## config.mk

```make
export PLATFORM = sky130hd
export DESIGN_NAME = my_fifo
export DESIGN_NICKNAME = d
export VERILOG_FILES = /design/src/rtl/my_fifo.sv
export SDC_FILE = /design/constraint.sdc
export NUM_CORES = 1
export LEC_CHECK = 0
export ABC_AREA = 1
export CAP_MARGIN = 20
export CORE_ASPECT_RATIO = 1.1
export CORE_MARGIN = 2
export CORE_UTILIZATION = 30
export CTS_CLUSTER_DIAMETER = 60
export CTS_CLUSTER_SIZE = 16
export DETAILED_ROUTE_END_ITERATION = 12
export PLACE_DENSITY = 0.59
export SLEW_MARGIN = 10
export SYNTH_ARGS = -nofsm -noshare
export SYNTH_HDL_FRONTEND = slang
export SYNTH_SLANG_ARGS = --single-unit
```

## constraint.sdc

```tcl
create_clock -name clk -period 3.2 [get_ports clk]
set_clock_uncertainty 0.1 [all_clocks]
set_input_delay 0.96 -clock clk [delete_from_list [all_inputs] [get_ports clk]]
set_output_delay 0.96 -clock clk [all_outputs]
set_load 0.01 [all_outputs]
```

## src/rtl/my_fifo.sv

```systemverilog
// Synchronous first-word fall-through FIFO built on a circular buffer.
// Occupancy is tracked explicitly so full/empty never need pointer tricks.
module my_fifo #(
  parameter int C_DATA_WIDTH = 32,
  parameter int C_FIFO_DEPTH = 4
) (
  input  logic                              clk,
  input  logic                              reset,
  input  logic                              write_valid,
  input  logic [C_DATA_WIDTH-1:0]           write_data,
  output logic                              write_ready,
  output logic                              read_valid,
  input  logic                              read_ready,
  output logic [C_DATA_WIDTH-1:0]           read_data,
  output logic [$clog2(C_FIFO_DEPTH):0]     size,
  output logic                              empty,
  output logic                              full
);

  localparam int PTR_W  = $clog2(C_FIFO_DEPTH);
  localparam int SIZE_W = PTR_W + 1;

  logic [C_DATA_WIDTH-1:0] mem [C_FIFO_DEPTH];
  logic [PTR_W-1:0]        wr_ptr;
  logic [PTR_W-1:0]        rd_ptr;
  logic [SIZE_W-1:0]       count;
  logic                    do_write;
  logic                    do_read;

  // Handshake flags come from registered occupancy only, so no input reaches them.
  assign full        = (count == SIZE_W'(C_FIFO_DEPTH));
  assign empty       = (count == '0);
  assign write_ready = !full;
  assign read_valid  = !empty;
  assign size        = count;
  assign read_data   = mem[rd_ptr];

  assign do_write = write_valid && write_ready;
  assign do_read  = read_valid && read_ready;

  // Depth is a power of two, so the pointers wrap naturally at their width.
  always_ff @(posedge clk) begin
    if (reset) begin
      wr_ptr <= '0;
      rd_ptr <= '0;
      count  <= '0;
    end else begin
      if (do_write) begin
        wr_ptr <= wr_ptr + PTR_W'(1);
      end
      if (do_read) begin
        rd_ptr <= rd_ptr + PTR_W'(1);
      end
      case ({do_write, do_read})
        2'b10:   count <= count + SIZE_W'(1);
        2'b01:   count <= count - SIZE_W'(1);
        default: count <= count;
      endcase
    end
  end

  // Storage is deliberately left out of reset; a write during reset is harmless
  // because the pointers are cleared on the same edge.
  always_ff @(posedge clk) begin
    if (do_write) begin
      mem[wr_ptr] <= write_data;
    end
  end

endmodule

```

== Yosys cells after proc, flatten, opt, wreduce, memory -nomap -nowiden ==
Memories as Yosys holds them, arrays and structs flattened. A register that Yosys moved wholly into a read port is not among the register bits.
Cells that the tools add are included.

* Logic and storage cells: 22
* Memories kept: 1
* Bits in writable memories: 128
* Bits in registers: 7

* Equal/unequal tests: 3
* $add $sub $neg: 4
* Multiplexer cells: 5
* Reduce and logical (&&, ||, !) cells: 6

{| class="wikitable"
|+ Memory list
! name !! depth !! width !! read ports !! clocked after memory_dff !! write ports !! RTL line !! text
|-
| mem || 4 || 32 || 1 || 1 || 1 || 23 || <nowiki>logic [C_DATA_WIDTH-1:0] mem [C_FIFO_DEPTH];</nowiki>
|}

{| class="wikitable"
|+ Operators by type and width
! operator !! count
|-
| $pmux W3 S2 || 1
|-
| $add A2 B1 Y2 const B || 2
|-
| $mux W2 || 2
|-
| $add A3 B1 Y3 const B || 1
|-
| $eq A3 B3 Y1 const B || 1
|-
| $logic_not A3 Y1 || 1
|-
| $sub A3 B1 Y3 const B || 1
|-
| $eq A2 B1 Y1 const B || 1
|-
| $eq A2 B2 Y1 const B || 1
|-
| $logic_and A1 B1 Y1 || 2
|-
| $logic_not A1 Y1 || 2
|-
| $mux W1 || 2
|-
| $reduce_bool A2 Y1 || 1
|}

== Depth between registers and ports, before layout ==
* Depth after elaboration: 5
* Depth in mapped cells: 13
* Gate-level depth less buffers: 13

== Least setup slack after synthesis ==
OpenSTA, ideal clock, no wires.

* Path kind: input to register
* Start: input port write_valid
* End: memory mem[0][0], enable pin
* Required time: 2.679 ns
* Data arrival time: 2.386 ns
* Cell stages on the path: 2
* Library setup time: 0.421 ns
* Path buffers: 0
* Path slack: 0.293 ns
* Cell sequence: nand2_4 nor2_1

* Longest elaborated chain between the ends: 3

{| class="wikitable"
|+ Ends and longest elaborated chain
! what !! RTL line !! text
|-
| start: declaration || 9 || <nowiki>input logic write_valid,</nowiki>
|-
| $logic_and A1 B1 Y1 || 38 || <nowiki>assign do_write = write_valid && write_ready;</nowiki>
|-
| $mux W1 || 65 || <nowiki>if (do_write) begin</nowiki>
|-
| $mux W1 (not written as such) || 66 || <nowiki>mem[wr_ptr] <= write_data;</nowiki>
|-
| end: declaration || 23 ||
|}

Every way passes these cells.

==> flow_summary.yaml <==
floorplan:
  dieWidth_um: 130
  io_pins: 75
  dieHeight_um: 143
  core_area_sq_um: 17100
  die_area_sq_um: 18600
  start_util_pct: 30.8
  rows: 50
synthesis:
  syn_inst: 379
  synth_warnings: 0
  synth.area.mux_share_pct: 0
  synth-xor-area-share_pct: 0
  synth_compound_area_share_pct: 10.6
  yosysSeqAreaShare_pct: 76.4
  netlist_area_sq_um: 5260
  synth_top_family_by_area: "compound AO/OA/AOI/OAI gates"
  synth_fa_ha_area_share_pct: 1.57
  yosysTopAreaCell: "edfxtp_1"
  syn_area_per_cell_sq_um: 13.9
  synthTopCellsByArea: "edfxtp_1 (73%), nor2_1 (5.2%), o21ai_1 (4.4%), o22ai_1 (3.8%), dfxtp_1 (3.4%)"
  synth-simple-area-share_pct: 7.20
  post_synth_num_cell_types: 21
  syn_nets: 421
  synth_top_area_share_pct: 73.0
  ys_ff_latch: 137
pwr:
  power.density_nw_per_um2: 790
  power.leakage_nw: 2.31
  vdd_drop_max_mv: 0.329
timing:
  setup_viol: 0
  final-hold-violation-count: 0
  drv_slew: 0
  finalWorstPathRequiredPeriod_ps: 3150
  min_period_over_period_pct: 98.6
  slew_headroom_pct: 74.4
  worst_slew_pin_slew_ps: 384
  grt_setup_unrepaired: "true"
  fmax_mhz: 317
  finalWorstSetupSlack_ps: 45.6
run_status:
  status: "completed"
critical_path:
  end_kind: "output port"
  crit_type: "register to output port"
  startpoint_type: "register"
  crit_required_ps: 2140
  arrival_ps: 2090
  critPathMaxFanout: 28
routing:
  dr.pass1.iters: 5
  drc: 0
  drt_iter0_drc: 160
  dr_total_vias: 3223
  wire_per_inst_um: 15.8
  via_per_inst: 4.54
  drt-total-wl_mm: 11.2
  ant_nets: 0
place:
  dp_hpwl_mm: 6.82
  dp_slack_ps: 355
  place_area_sq_um: 6310
  place.gp.congestion: 0.689
  io_buffers: 74
hold_path:
  hold_path.class: "register to register"
clocking:
  cts_setup_buffers: 0
  clk_pin_slew_ps: 50
  ctsResizeCount: 0
  cts-root-buf: "clkbuf_16"
  cts_tree: "built"
  htree_levels: 4
  cts_buffers: 17
  clkLatencyLatePin_ps: 410
  holdBufCountCts: 0
  clock-sinks: 137
  clock_path_buffers: 2
global_route:
  grt_overflow: 0
  grt_max_degree: 65
  grt_pass1_wl_mm: 17.7
  antenna_found_initial: 0
  grt.total_usage_pct: 13.0
  grt_pass1_vias: 3352
job:
  maxCapViolations: 0
finish:
  drive_gt1_share_pct: 10.5
  area_growth_pct: 29.9
  stdcell_area_sq_um: 6840
  diodes: 0
  nNetsFinal: 507
power breakdown:
part | internal [mW] | switching [mW] | total (mW)
clock network | 1.05 | 0.679 | 1.73
logic | 0.672 | 0.799 | 1.47
registers | 2.14 | 0.0689 | 2.20
total | 3.86 | 1.55 | 5.40
synth_stat cells:
| master | number |
|---|---|
| a21oi_1 | 5 |
| dfxtp_1 | 9 |
| buf_6 | 7 |
| inv_1 | 15 |
| nor2_4 | 1 |
| inv_6 | 1 |
| clkbuf_1 | 1 |
| nor2_1 | 73 |
| buf_2 | 9 |
| buf_4 | 2 |
| nand3_1 | 5 |
| nand2_4 | 1 |
| o22ai_1 | 32 |
| nand2_1 | 12 |
| inv_2 | 4 |
| nand2_2 | 2 |
| fa_1 | 1 |
| o21ai_0 | 20 |
| ha_1 | 5 |
| o21ai_1 | 46 |
| edfxtp_1 | 128 |
metrics by stage:
step	power (mW)	cells	hold WS (ps)	TNS [ps]	utilization [%]
6_report	5.40	710	417	0	40.0
5_1_grt	5.70	710	456	-95.1	40.0
4_1_cts	5.49	710	417	0	40.0
3_5_place_dp	3.74	680	408	0	37.0
3_3_place_gp	3.72	680	398	0	37.0
2_1_floorplan	3.02	379	359	0	-
final cells by class:
type / count / area, sq um
clock buffers: 21 / 440
flip-flops and latches: 137 / 4030
well taps: 234 / 293
clock inverters: 9 / 78.8
repair buffers: 86 / 868
inverters: 20 / 85.1
fillers: 1547 / 10200
multi-input cells: 203 / 1050
critical path, stage by stage (launching register included):
cell and delay [ps]:
dfxtp_2 400, buf_4 330, o21ai_1 110, o22ai_1 250
clkdlybuf4s50_1 590
final timing paths:
| check | startpoint | end | slack (ps) | cells after the start |
|---|---|---|---|---|
| max reg2reg | size[1] | size[2] | 1230 | 12 |
| max | register | read_data[10] | 50 | 4 |
| min | wr_ptr[1] | wr_ptr[1] | 420 | 2 |
| min reg2reg | wr_ptr[1] | wr_ptr[1] | 420 | 2 |
sequential cells by signal, indices dropped and copies added (netlist names), named ones only:
| name | flops |
|---|---|
| wr_ptr | 2 |
| size | 3 |
| mem | 128 |
| rd_ptr | 2 |
placed cells by master, fill, tap and decap left out:
master           count
inv_8                1
o21ai_0             20
ha_1                 5
clkdlybuf4s50_1     74
inv_4                1
clkinv_4             1
clkinv_1             2
dfxtp_2              1
clkinvlp_4           3
buf_4                9
inv_2                3
clkbuf_16           17
dfxtp_1              8
o21ai_1             46
fa_1                 1
nand2_4              1
nor2_4               5
buf_12               3
o22ai_1             32
a21oi_1              5
bufinv_16            1
inv_1               15
clkbuf_1             4
edfxtp_1           128
nor2_1              69
clkinv_2             2
nand2_1             12
nand2_2              2
nand3_1              5
kinds of logic after synthesis:
| group | count (synthesis) |
|---|---|
| and+or+nand+nor | 94 |
| AOI/OAI and AO/OA | 103 |
| buffers and inverters | 39 |
| adders and majority gates | 6 |
| DFF | 137 |
routing by layer:
layer / global-route usage, % / part of all wire, % / vias up
met5: 0 / 0 / -
met4: 5.49 / 1.8 / 0
met3: 3.75 / 3.2 / 14
met2: 22.3 / 51 / 53
met1: 15.0 / 44 / 1595
li1: - / - / 1561
(Power assumes the default switching activity.)
